===== config.mk =====
export PLATFORM = sky130hd
export DESIGN_NAME = can_register_bank
export DESIGN_NICKNAME = d
export VERILOG_FILES = /design/src/rtl/can_register_bank.sv
export SDC_FILE = /design/constraint.sdc
export NUM_CORES = 1
export LEC_CHECK = 0
export CAP_MARGIN = 15
export CORE_MARGIN = 2
export CORE_UTILIZATION = 44
export DETAILED_ROUTE_END_ITERATION = 12
export PLACE_DENSITY = 0.95
export SETUP_SLACK_MARGIN = 0.3
export SYNTH_ARGS = -nofsm -noshare
export SYNTH_HDL_FRONTEND = slang
export SYNTH_SLANG_ARGS = --single-unit

===== constraint.sdc =====
create_clock -name clk -period 2.6 [get_ports clk]
set_clock_uncertainty 0.1 [all_clocks]
set_input_delay 0.39 -clock clk [delete_from_list [all_inputs] [get_ports clk]]
set_output_delay 0.39 -clock clk [all_outputs]
set_load 0.02 [all_outputs]

===== src/rtl/can_register_bank.sv =====
// Parameterised CAN controller register bank: per-register access modes
// (RW/RO/W1C/RC), write-protect lock, shadow registers with commit, and
// per-bit hardware set requests that always win over software clears.
module can_register_bank #(
    parameter int                       WIDTH       = 8,
    parameter int                       DEPTH       = 4,
    parameter int                       ADDR_W      = 2,
    parameter logic [DEPTH*WIDTH-1:0]   RESET_VALUE = '0,
    parameter logic [2*DEPTH-1:0]       MODE        = '0,
    parameter logic [DEPTH-1:0]         LOCK_MASK   = '0,
    parameter logic [DEPTH-1:0]         SHADOW_MASK = '0
) (
    input  logic                     clk,
    input  logic                     rst,
    input  logic                     rst_sync,
    input  logic [ADDR_W-1:0]        addr,
    input  logic [WIDTH-1:0]         data_in,
    input  logic                     we,
    input  logic                     re,
    input  logic                     lock,
    input  logic                     commit,
    input  logic [DEPTH*WIDTH-1:0]   hw_set,
    output logic [WIDTH-1:0]         data_out,
    output logic [DEPTH*WIDTH-1:0]   data_q,
    output logic [DEPTH-1:0]         pending,
    output logic                     wr_err
);

    localparam logic [1:0] MODE_RW  = 2'd0;
    localparam logic [1:0] MODE_RO  = 2'd1;
    localparam logic [1:0] MODE_W1C = 2'd2;
    localparam logic [1:0] MODE_RC  = 2'd3;

    // Configuration sanity checks, evaluated at elaboration.
    if (DEPTH < 2 || DEPTH > 16) begin : g_bad_depth
        $error("can_register_bank: DEPTH must be in 2..16");
    end
    if ((2 ** ADDR_W) < DEPTH) begin : g_bad_addr_w
        $error("can_register_bank: ADDR_W too small for DEPTH");
    end
    for (genvar g = 0; g < DEPTH; g++) begin : g_cfg_check
        // W1C and RC both have MODE bit 1 set; neither can be shadowed.
        if (SHADOW_MASK[g] && MODE[2*g+1]) begin : g_bad_shadow
            $error("can_register_bank: shadowed register must be RW or RO");
        end
    end

    logic [WIDTH-1:0] live_q   [DEPTH];
    logic [WIDTH-1:0] live_d   [DEPTH];
    logic [WIDTH-1:0] shadow_q [DEPTH];
    logic [WIDTH-1:0] shadow_d [DEPTH];
    logic [DEPTH-1:0] pending_q;
    logic [DEPTH-1:0] pending_d;

    logic             addr_ok;
    logic [1:0]       sel_mode;
    logic             sel_lock;
    logic [WIDTH-1:0] rd_data;
    logic             wr_ok;
    logic             wr_rej;
    logic [DEPTH-1:0] wr_hit;
    logic [DEPTH-1:0] rd_hit;

    // Decode the addressed register: its mode, lock bit and current value.
    always_comb begin
        addr_ok  = (int'(addr) < DEPTH);
        sel_mode = MODE_RW;
        sel_lock = 1'b0;
        rd_data  = '0;
        for (int i = 0; i < DEPTH; i++) begin
            if (int'(addr) == i) begin
                sel_mode = MODE[2*i +: 2];
                sel_lock = LOCK_MASK[i];
                rd_data  = live_q[i];
            end
        end
        wr_ok  = we && addr_ok && (sel_mode != MODE_RO) && !(lock && sel_lock);
        wr_rej = we && !wr_ok;
    end

    // One-hot write and read strobes per register.
    always_comb begin
        wr_hit = '0;
        rd_hit = '0;
        for (int i = 0; i < DEPTH; i++) begin
            wr_hit[i] = wr_ok && (int'(addr) == i);
            rd_hit[i] = re && (int'(addr) == i);
        end
    end

    // Next-state per register; hw_set is ORed last so it wins over any clear.
    always_comb begin
        for (int i = 0; i < DEPTH; i++) begin
            live_d[i]    = live_q[i];
            shadow_d[i]  = shadow_q[i];
            pending_d[i] = pending_q[i];
            if (SHADOW_MASK[i]) begin
                if (wr_hit[i]) begin
                    shadow_d[i] = data_in;
                end
                if (commit) begin
                    // A write in the commit cycle goes straight through.
                    live_d[i]    = wr_hit[i] ? data_in : shadow_q[i];
                    pending_d[i] = 1'b0;
                end else if (wr_hit[i]) begin
                    pending_d[i] = 1'b1;
                end
            end else if (wr_hit[i]) begin
                if (MODE[2*i +: 2] == MODE_W1C) begin
                    live_d[i] = live_q[i] & ~data_in;
                end else begin
                    live_d[i] = data_in;
                end
            end else if (rd_hit[i] && (MODE[2*i +: 2] == MODE_RC)) begin
                // A same-cycle write takes precedence over clear-on-read.
                live_d[i] = '0;
            end
            live_d[i] = live_d[i] | hw_set[i*WIDTH +: WIDTH];
        end
    end

    // State registers; the synchronous reset also swallows same-cycle accesses.
    always_ff @(posedge clk or posedge rst) begin
        if (rst) begin
            for (int i = 0; i < DEPTH; i++) begin
                live_q[i]   <= RESET_VALUE[i*WIDTH +: WIDTH];
                shadow_q[i] <= RESET_VALUE[i*WIDTH +: WIDTH];
            end
            pending_q <= '0;
            data_out  <= '0;
            wr_err    <= 1'b0;
        end else if (rst_sync) begin
            for (int i = 0; i < DEPTH; i++) begin
                live_q[i]   <= RESET_VALUE[i*WIDTH +: WIDTH];
                shadow_q[i] <= RESET_VALUE[i*WIDTH +: WIDTH];
            end
            pending_q <= '0;
            data_out  <= '0;
            wr_err    <= 1'b0;
        end else begin
            for (int i = 0; i < DEPTH; i++) begin
                live_q[i]   <= live_d[i];
                shadow_q[i] <= shadow_d[i];
            end
            pending_q <= pending_d;
            if (re) begin
                // rd_data is already zero for out-of-range addresses.
                data_out <= rd_data;
            end
            wr_err <= wr_rej;
        end
    end

    for (genvar g = 0; g < DEPTH; g++) begin : g_data_q
        assign data_q[g*WIDTH +: WIDTH] = live_q[g];
    end

    assign pending = pending_q;

endmodule


Word-level counts from Yosys, hierarchy flattened
Cells that the tools add are included.

Add/subtract/negate cells: 0. Multipliers: 0. Divide/modulo/power cells: 0. Magnitude comparators: 0. Equal/unequal tests: 3. Shift operators: 0. Mux-type cells: 11. Bitwise operators: 4. Reductions and logical operators: 6.

Operators by type and width (count): $mux 8 (10); $mux 32 (1); $or 8x8->8 (4); $eq 2x2->1 const B (2); $logic_and 1x1->1 (4); $eq 2x1->1 const B (1); $logic_not 2->1 (1); $reduce_bool 2->1 (1).

Bits in registers: 40. Bits in latches: 0. Memory bits (writable): 0. ROM bits: 0. Input port bits: 49. Output and inout port bits: 45. Word-level logic and storage cells: 29. Memories: 0.

Logic depth before layout (Yosys ltp)
Gate-level depths: netlist of run 1.

Depth in word-level cells: 7. Gate-level depth with buffers: 5. Depth with buffers taken out: 3.

Worst setup path before layout of run 1
OpenSTA, ideal clock, no wires.

Path type: input -> register. Start point: input port addr[0]. End point: register data_out[5]. Setup time: 0.132 ns. Data arrival time: 1.157 ns. Required time: 2.368 ns. Slack: 1.211 ns. Stages: 4. Buffers on the path: 1. Cells stage by stage: buf_6 -> mux4_2 -> mux2i_1 -> nor2_1.

Cells in the longest elaborated chain, start to end: 7. Elaborated cells between the ends (all ways): 10. Those cells by class: eq/ne: 3; mux: 6; reduce/logical: 1.

RTL lines: start, declared (line 16) `input logic [ADDR_W-1:0] addr,`; $logic_not 2->1; $mux 8 (3 in series) (line 71) `if (int'(addr) == i) begin`; $mux 8 * (line 71); $mux 8 * (line 146) `if (re) begin`; $mux 8 * (line 132) `end else if (rst_sync) begin`; end signal, assigned (line 148) `data_out <= rd_data;`; end, declared (line 23) `output logic [WIDTH-1:0] data_out,`.

Mark *: on every way between the ends. The rest lies on a longest branch, timed or not. The select of a mux whose other input is x is not followed. A chain may end at the register's enable or synchronous reset.

Worst setup path after layout of run 1
Start point: input port addr[1]. End point: register live_q, in the netlist data_q[0].

Cells in the longest elaborated chain, start to end: 5.

RTL lines: $logic_not 2->1; $logic_and 1x1->1 (line 86) `wr_hit[i] = wr_ok && (int'(addr) == i);`; $mux 8 (line 108) `end else if (wr_hit[i]) begin`; $or 8x8->8 (line 118) `live_d[i] = live_d[i] | hw_set[i*WIDTH +: WIDTH];`; $mux 32 (line 132); end signal, assigned by index (line 126) `live_q[i] <= RESET_VALUE[i*WIDTH +: WIDTH];`; end signal, assigned by index (line 134) `live_q[i] <= RESET_VALUE[i*WIDTH +: WIDTH];`; end signal, assigned by index (line 142) `live_q[i] <= live_d[i];`; end, declared (line 48) `logic [WIDTH-1:0] live_q [DEPTH];`.

Every way passes these cells.

==> results of run 1 <==
-- registers in the layout, summed over array words and instances, names as in the netlist --
signal and cells:
data_out 8, data_q 32
-- routing by layer --
metal / up-vias / track usage, % / part of all wire (%)
met2: 101 / 42.98 / 50
met1: 901 / 29.57 / 38
met5: - / 0 / 0
li1: 894 / - / -
met3: 7 / 6.410 / 10
met4: 0 / 7.966 / 1.1
-- worst register-to-register path, stage by stage, from the launching register on --
cell     delay (ns)
dfrtp_1        0.40
mux4_2         0.47
mux2i_1        0.16
nor2_1         0.06
-- per-stage QoR --
step	cell area, µm²	cells	setup WS [ns]	util [%]
after floorplan	1969	199	1.192	-
after global placement	2831	327	0.4329	65.48
after detailed placement	2831	327	0.3663	65.48
after CTS	2922	335	0.6753	67.56
after global routing	2922	335	0.5221	67.56
final	2922	335	0.6620	67.56
-- synthesized netlist by cell type --
master / count
or3b_1: 1
conb_1: 1
nor2_1: 12
nand3b_2: 1
nor3b_2: 1
buf_2: 3
mux4_2: 2
clkbuf_1: 4
and3_1: 1
and3b_1: 1
nand3_1: 1
buf_6: 3
nand3b_1: 2
nor3_1: 80
dfrtp_1: 40
o221ai_1: 6
mux2i_1: 14
nand2_1: 7
buf_4: 6
inv_1: 1
a211oi_1: 8
-- kinds of logic (layout without fill, tap and decap cells) --
kind of cell / count (synthesis) / after routing / synth area share, %
and+or+nand+nor: 107 / 107 / 27.59
DFF: 40 / 40 / 51.22
buffers and inverters: 17 / 101 / 5.761
muxes: 16 / 16 / 9.475
AOI/OAI and AO/OA: 14 / 14 / 5.762
other: 1 / 5 / 0.1919
-- power breakdown --
group / switching, mW / leakage (nW) / internal, mW
clock network: 0.216 / 0.0455 / 0.216
logic: 0.194 / 0.636 / 0.198
registers: 0.0384 / 0.506 / 0.669
-- final timing paths --
| kind | from | end | slack [ns] | cells past startpoint |
|---|---|---|---|---|
| max | addr[1] | data_q[0]$_DFF_PP0_ | 0.66 | 6 |
| min | data_out[4]$_DFFE_PP0P_ | data_out[4]$_DFFE_PP0P_ | 0.39 | 2 |
| max reg2reg | data_q[30]$_DFF_PP0_ | data_out[6]$_DFFE_PP0P_ | 1.30 | 3 |
| min reg2reg | data_out[4]$_DFFE_PP0P_ | data_out[4]$_DFFE_PP0P_ | 0.39 | 2 |
| max in group asynchronous | rst | data_out[6]$_DFFE_PP0P_ | 1.64 | 3 |
| min in group asynchronous | rst | data_q[17]$_DFF_PP0_ | 0.42 | 3 |
-- final cells by class --
class / count / area share [%]
inverter: 1 / 0.1285
clock buffer: 8 / 3.084
multi-input combinational: 142 / 29.29
tap: 52 / 2.227
timing repair buffer: 92 / 31.01
sequential: 40 / 34.26
==> results.yml, run 1 <==
run_status:
  status: "finished, final reports clean"
critical_path:
  crit_arrival_ns: 2.04
  crit_path_start_kind: "input pin"
  max_stage_delay_ns: 0.56
  crit_family: "buffers and inverters"
  critPathMaxFanout: 8
  crit_required_ns: 2.70
  path_cells: "clkdlybuf4s50_1 -> buf_4 -> nor3b_2 -> buf_4 -> nor3_1 -> nor3_1"
  critical_path_class: "input pin to flop"
  path_buf_inv: 3
  end_kind: "flop"
  cp_slowest_cell: "clkdlybuf4s50_1"
route:
  first_pass_iters: 4
  drt_iter0_drc: 113
  drc_errors: 0
  antenna_left: 0
  via_count: 1903
  totalWireLength_mm: 6.018
  vias_per_cell: 5.681
  wire_per_inst_um: 17.96
cts:
  clockBufferDepth: 2
  ctsResizeCount: 0
  cts_setup_buffers: 0
  clockRootBuffer: "clkbuf_8"
  ctsHtreeMaxLevel: 2
  cts.clk_slew.worst_paths_ns: 0.08
  clk_latency_ns: 0.30
  cts_tree: "done"
  cts_sinks: 40
  cts_made_buffers: 5
  cts_hold_buf: 0
timing:
  maxSlewHeadroom_pct: 66.16
  finalHoldWorstSlack_ns: 0.3924
  rsz0062_at_grt: "false"
  finalSetupTns_ns: 0
  fmax_ghz: 0.5160
  fin_crit_sh_pct: 74.54
  report.final.hold_viol_count: 0
  setup_violations: 0
  worst_pin_slew_ns: 0.5058
  fin_crit_ns: 1.938
  drv_slew: 0
floorplanning:
  die-area_um2: 4991
  pin_count: 94
  rows: 24
  start_util_pct: 45.20
  die_x_um: 70.65
  die_height_um: 70.65
  coreArea_um2: 4324
layout:
  layout_commonest_cell: "clkdlybuf4s50_1"
  diodes: 0
  area_delta_synth_final_pct: 49.49
  multiInputGateArea_um2: 855.8
  drive_above_1_share_pct: 5.654
  fillers: 373
  nets: 331
  seq_area_um2: 1001
  mostFrequentLayoutCells: "86 x clkdlybuf4s50_1, 80 x nor3_1, 40 x dfrtp_1"
grt:
  grt_pass1_vias: 1903
  grt_antenna_before_repair: 0
  overflow: 0
  grt_pass1_wl_mm: 9.342
  grtUsageTotal_pct: 24.52
  grt_max_degree: 41
job:
  maxCapViolCount: 0
worst_hold_path:
  hold_path_class: "flop to flop"
pwr:
  powerDensity_nw_per_um2: 524.4
  power.total_mw: 1.532
  irDropWorstVdd_uv: 273.1
  leakagePower_nw: 1.188
placement:
  hpwlAfterDp_mm: 4.428
  io_buffers: 86
  gp_congestion: 0.7729
synthesis:
  synth.largest_area_cell: "dfrtp_1"
  ys_ff_latch: 40
  synth_cell_types: 21
  synth_seq_area_share_pct: 51.22
  synth_top_area_share_pct: 51.22
  synth_warnings: 0
  avgSynthCellArea_um2: 10.02
  synthTopCellsByArea: "dfrtp_1 51%, nor3_1 20%, mux2i_1 7.2%"
  syn_area_um2: 1954
  syn_inst: 195
No activity file was read; power rests on OpenSTA's default activity.
==> inputs of run 2 (changes only) <==
--- a/config.mk
+++ b/config.mk
@@ -7,9 +7,9 @@
 export LEC_CHECK = 0
 export CAP_MARGIN = 15
 export CORE_MARGIN = 2
-export CORE_UTILIZATION = 44
+export CORE_UTILIZATION = 37
 export DETAILED_ROUTE_END_ITERATION = 12
-export PLACE_DENSITY = 0.95
+export PLACE_DENSITY = 0.86
 export SETUP_SLACK_MARGIN = 0.3
 export SYNTH_ARGS = -nofsm -noshare
 export SYNTH_HDL_FRONTEND = slang
==> constraint.sdc (replaced) <==
create_clock -name clk -period 1.7 [get_ports clk]
set_clock_uncertainty 0.1 [all_clocks]
set_input_delay 0.255 -clock clk [delete_from_list [all_inputs] [get_ports clk]]
set_output_delay 0.255 -clock clk [all_outputs]
set_load 0.02 [all_outputs]
==> run 2 against run 1 <==
Effect of this change:
- die area is 18% higher
- combinational power is 52% higher
- global-route usage is 2.7 points lower
- via count is 3.4% higher
- wire length is 1.9% higher
- register-to-register slack worse by 0.93 ns
- worst hold slack worse by 0.17 ns
- sequential share of layout area is 2.2 points lower
- core utilization is 6.3 points lower
- first-iteration DRC count is 20% lower
- total power is 59% higher
- non-clock buffer count is 16 higher
==> results.yml, run 2 (synthesis results as in run 1) <==
timing:
  drv_slew: 0
  rsz0062_at_grt: "false"
  report.final.hold_viol_count: 0
  fin_crit_sh_pct: 80.50
  fin_ws_ns: 0.3316
  fmax_ghz: 0.7308
  fin_crit_ns: 1.368
  setup_violations: 0
route:
  drc_errors: 0
  first_pass_iters: 4
  antenna_left: 0
  drt_iter0_drc: 90
  via_count: 1967
  vias_per_cell: 5.331
  wire_per_inst_um: 16.62
  totalWireLength_mm: 6.132
cts:
  cts_made_buffers: 5
  cts_sinks: 40
  cts_tree: "done"
  cts.clk_slew.worst_paths_ns: 0.08
  clk_latency_ns: 0.29
  clockBufferDepth: 2
  ctsHtreeMaxLevel: 2
  cts_hold_buf: 0
  clockRootBuffer: "clkbuf_8"
critical_path:
  crit_path_start_kind: "flop"
  path_cells: "dlygate4sd2_1"
  rrSetupSlack_ns: 0.37
  cp_slowest_cell: "dfrtp_1"
  ff2ff_path_depth: 3
  crit_arrival_ns: 1.01
  rr_startpoint: "data_q[30]$_DFF_PP0_"
  crit_family: "flip-flops"
  crit_required_ns: 1.34
  critical_path_class: "flop to output pin"
  worstReg2RegEnd: "data_out[6]$_DFFE_PP0P_"
  path_buf_inv: 1
  end_kind: "output pin"
  max_stage_delay_ns: 0.40
  critPathMaxFanout: 3
layout:
  mostFrequentLayoutCells: "76 x nor3_1, 43 x clkdlybuf4s50_1, 40 x dfrtp_1"
  diodes: 0
  nets: 347
  final_cell_count_no_fill: 369
  layout_commonest_cell: "nor3_1"
  drive_above_1_share_pct: 15.05
  largest_reg_flops: 32
  area_delta_synth_final_pct: 59.99
placement:
  io_buffers: 86
  dp_cells: 361
  dp_slack_ns: -0.1461
  hpwlAfterDp_mm: 4.556
  gp_congestion: 0.8045
floorplanning:
  die_height_um: 76.68
  die_x_um: 76.68
  coreArea_um2: 5107
  rows: 26
  pin_count: 94
  start_util_pct: 38.27
  die-area_um2: 5880
worst_hold_path:
  hold_path_class: "input pin to async pin"
grt:
  overflow: 0
  grt_max_degree: 41
  grt_pass1_vias: 2060
  grt_pass1_wl_mm: 10.18
  grtUsageTotal_pct: 21.86
  grt_antenna_before_repair: 0
pwr:
  leakagePower_nw: 1.373
  irDropWorstVdd_uv: 395.0
  powerDensity_nw_per_um2: 778.6
job:
  maxCapViolCount: 0
run_status:
  status: "finished, final reports clean"
-- run 2: cell types whose count changed in the layout (fill, tap and decap cells not counted), sizes merged --
cell	delta
clkdlybuf4s50	-43
clkdlybuf4s15	+22
buf	+16
dlygate4sd2	+16
clkbuf	+2
bufinv	+1
clkinv	+1
dlymetal6s2s	+1
-- run 2: worst max path at each step --
stage                          from                 endpoint  slack, ns  depth (start not counted)
6_report       data_q[13]$_DFF_PP0_               data_q[13]       0.33                          1
4_1_cts        data_q[20]$_DFF_PP0_               data_q[20]       0.30                          1
3_5_place_dp                addr[0]      data_q[5]$_DFF_PP0_      -0.15                          6
2_1_floorplan  data_q[29]$_DFF_PP0_  data_out[5]$_DFFE_PP0P_       0.38                          3
3_3_place_gp                addr[0]      data_q[3]$_DFF_PP0_      -0.09                          6
5_1_grt        data_q[15]$_DFF_PP0_               data_q[15]       0.30                          1
-- run 2: where the power goes --
group	total, mW	internal (mW)	switching (mW)
registers	1.08	1.02	0.0580
logic	0.597	0.287	0.309
clock network	0.757	0.436	0.321
total	2.43	1.75	0.689
-- run 2: timing repair --
item	in CTS	in global routing
gates resized for setup	49	40
buffers inserted	0	0
pin swaps	2	3
setup endpoints to repair	77	36
-- run 2: area by class of cell --
cell class                      count  area [µm²]
Tap cell                           70       87.58
Clock buffer                        6       72.57
Fill cell                         452        1981
Clock inverter                      2       35.03
Multi-Input combinational cell    142       903.4
Timing Repair Buffer              108        1023
Inverter                            1       3.754
Sequential cell                    40        1001
-- run 2: layer usage --
layer	routed length [µm]	global-route usage (%)	up-vias
met3	457	4.235	15
met4	136	7.455	0
met1	2469	26.14	923
met5	0	0	-
met2	3069	39.12	102
li1	-	-	927
-- run 2: worst reg2reg max path: stages (launching register included) --
cell and delay (ns):
dfrtp_1 0.41, mux4_2 0.49, mux2i_1 0.16, nor2_1 0.06
-- run 2: metrics by stage --
step	power [mW]	TNS (ns)	hold slack (ns)	utilization (%)	instance area (µm²)
2_1_floorplan	1.375	0	0.3156	-	1969
3_3_place_gp	1.713	-1.191	0.3695	58.48	2987
3_5_place_dp	1.729	-2.361	0.3770	58.48	2987
4_1_cts	2.438	0	0.2305	60.09	3069
5_1_grt	2.542	0	0.2547	61.22	3127
6_report	2.434	0	0.2204	61.22	3127
==> inputs of run 3 (changes only) <==
--- a/config.mk
+++ b/config.mk
@@ -7,9 +7,9 @@
 export LEC_CHECK = 0
 export CAP_MARGIN = 15
 export CORE_MARGIN = 2
-export CORE_UTILIZATION = 37
+export CORE_UTILIZATION = 41
 export DETAILED_ROUTE_END_ITERATION = 12
-export PLACE_DENSITY = 0.86
+export PLACE_DENSITY = 0.9
 export SETUP_SLACK_MARGIN = 0.3
 export SYNTH_ARGS = -nofsm -noshare
 export SYNTH_HDL_FRONTEND = slang
==> constraint.sdc (replaced) <==
create_clock -name clk -period 1.32 [get_ports clk]
set_clock_uncertainty 0.1 [all_clocks]
set_input_delay 0.198 -clock clk [delete_from_list [all_inputs] [get_ports clk]]
set_output_delay 0.198 -clock clk [all_outputs]
set_load 0.02 [all_outputs]
==> run 3 against run 2 <==
Effect of this change:
- the run now ends with setup timing left
- clock power grew 35%
- sequential cell count stayed put
- sequential share of layout area is 6.4 points lower
==> results.yml, run 3 (synthesis results as in run 1) <==
cts:
  cts_tree: "done"
  cts_hold_buf: 0
  clockRootBuffer: "clkbuf_8"
  cts_sinks: 40
  cts.clk_slew.worst_paths_ns: 0.08
  clk_latency_ns: 0.30
  ctsHtreeMaxLevel: 2
  clockBufferDepth: 2
  cts_made_buffers: 5
timing:
  rsz0062_at_grt: "true"
  finalSetupTns_ns: -0.06482
  finalHoldWorstSlack_ns: 0.2023
  fin_ws_ns: -0.03890
  setup_violations: 2
  fin_crit_sh_pct: 102.9
  drv_slew: 0
  fmax_ghz: 0.7359
  fin_crit_ns: 1.359
  report.final.hold_viol_count: 0
route:
  drc_errors: 0
  wire_per_inst_um: 22.56
  totalWireLength_mm: 8.866
  vias_per_cell: 6.102
  first_pass_iters: 4
  antenna_left: 0
  via_count: 2398
  drt_iter0_drc: 302
critical_path:
  max_stage_delay_ns: 0.49
  rr_startpoint: "data_q[14]$_DFF_PP0_"
  path_buf_inv: 0
  ff2ff_path_depth: 3
  crit_arrival_ns: 1.45
  crit_family: "multiplexers"
  rrSetupSlack_ns: -0.04
  crit_path_start_kind: "flop"
  path_cells: "mux4_2 -> mux2i_1 -> nor2_1"
  end_kind: "flop"
  critPathMaxFanout: 3
  critical_path_class: "flop to flop"
  cp_slowest_cell: "mux4_2"
  crit_required_ns: 1.41
  worstReg2RegEnd: "data_out[6]$_DFFE_PP0P_"
floorplanning:
  start_util_pct: 41.93
  die_x_um: 73.04
  rows: 25
  die-area_um2: 5335
  coreArea_um2: 4661
  die_height_um: 73.04
  pin_count: 94
layout:
  diodes: 0
  drive_above_1_share_pct: 51.33
  nets: 387
  largest_reg_flops: 32
  mostFrequentLayoutCells: "64 x buf_6, 41 x nor3_1, 34 x dfrtp_1"
  area_delta_synth_final_pct: 101.7
  layout_commonest_cell: "buf_6"
pwr:
  leakagePower_nw: 1.799
  irDropWorstVdd_uv: 706.1
  powerDensity_nw_per_um2: 916.6
job:
  maxCapViolCount: 0
grt:
  grt_pass1_wl_mm: 11.89
  overflow: 0
  grt_pass1_vias: 2390
  grt_max_degree: 41
  grt_antenna_before_repair: 0
  grtUsageTotal_pct: 29.48
placement:
  gp_congestion: 0.8052
  io_buffers: 86
  hpwlAfterDp_mm: 4.720
run_status:
  violations: "setup timing"
  status: "finished with violations"
worst_hold_path:
  hold_path_class: "input pin to async pin"
run 3: changes by cell type in the layout (fill, tap and decap cells not counted), sizes merged, moves of 4 or more:
cell           before  now
buf                22  103
clkdlybuf4s15      22    0
dlygate4sd2        16    0
clkdlybuf4s50      43   33
dlymetal6s2s        1   10
clkbuf             10    6
run 3: area by class of cell:
cell class / count / area [µm²]
well taps: 54 / 67.56
fillers: 235 / 718.2
repair buffers: 147 / 1514
flip-flops and latches: 40 / 1008
clock buffers: 5 / 68.82
inverters: 1 / 7.507
clock inverters: 3 / 42.54
multi-input cells: 143 / 1234
run 3: power breakdown:
group | switching [mW] | internal, mW | total (mW) | leakage [nW]
sequential | 0.0926 | 1.32 | 1.41 | 0.499
combinational | 0.566 | 0.613 | 1.18 | 1.25
clock | 0.464 | 0.560 | 1.02 | 0.0541
run 3: through the flow:
step | total power, mW | cell area, µm² | cells | worst slack, ns | utilization, %
after floorplan | 1.791 | 2076 | 199 | 0.02474 | -
after global placement | 2.267 | 3133 | 355 | -0.4243 | 67.22
after detailed placement | 2.291 | 3133 | 355 | -0.4617 | 67.22
after CTS | 3.429 | 3576 | 387 | 0.002164 | 76.72
after global routing | 3.726 | 3943 | 393 | -0.07489 | 84.59
final | 3.614 | 3943 | 393 | -0.03890 | 84.59
run 3: worst max path at each step:
stage	startpoint	end	depth (start not counted)
finish	data_q[14]$_DFF_PP0_	data_out[6]$_DFFE_PP0P_	3
global route	data_q[14]$_DFF_PP0_	data_out[6]$_DFFE_PP0P_	3
CTS	data_q[6]$_DFF_PP0_	data_out[6]$_DFFE_PP0P_	3
detailed placement	addr[1]	data_q[8]$_DFF_PP0_	5
global placement	addr[0]	data_out[5]$_DFFE_PP0P_	5
floorplan	data_q[29]$_DFF_PP0_	data_out[5]$_DFFE_PP0P_	3
run 3: per-layer routing:
metal | vias up | wire length [µm] | track usage [%]
met3 | 52 | 654 | 6.630
met1 | 1169 | 3207 | 34.31
met4 | 0 | 407 | 10.29
met2 | 171 | 4596 | 52.85
li1 | 1006 | - | -
met5 | - | 0 | 0
run 3: worst min-delay path: cells and delay by family:
kind,cells,cell delay [ns]
buf+inv,3,0.77
run 3: what timing repair did:
item | CTS | global route
pin swaps | 11 | 14
endpoints found under the setup margin | 80 | 80
resized for setup | 265 | 82
cloned | 1 | 0
buffers inserted | 23 | 6
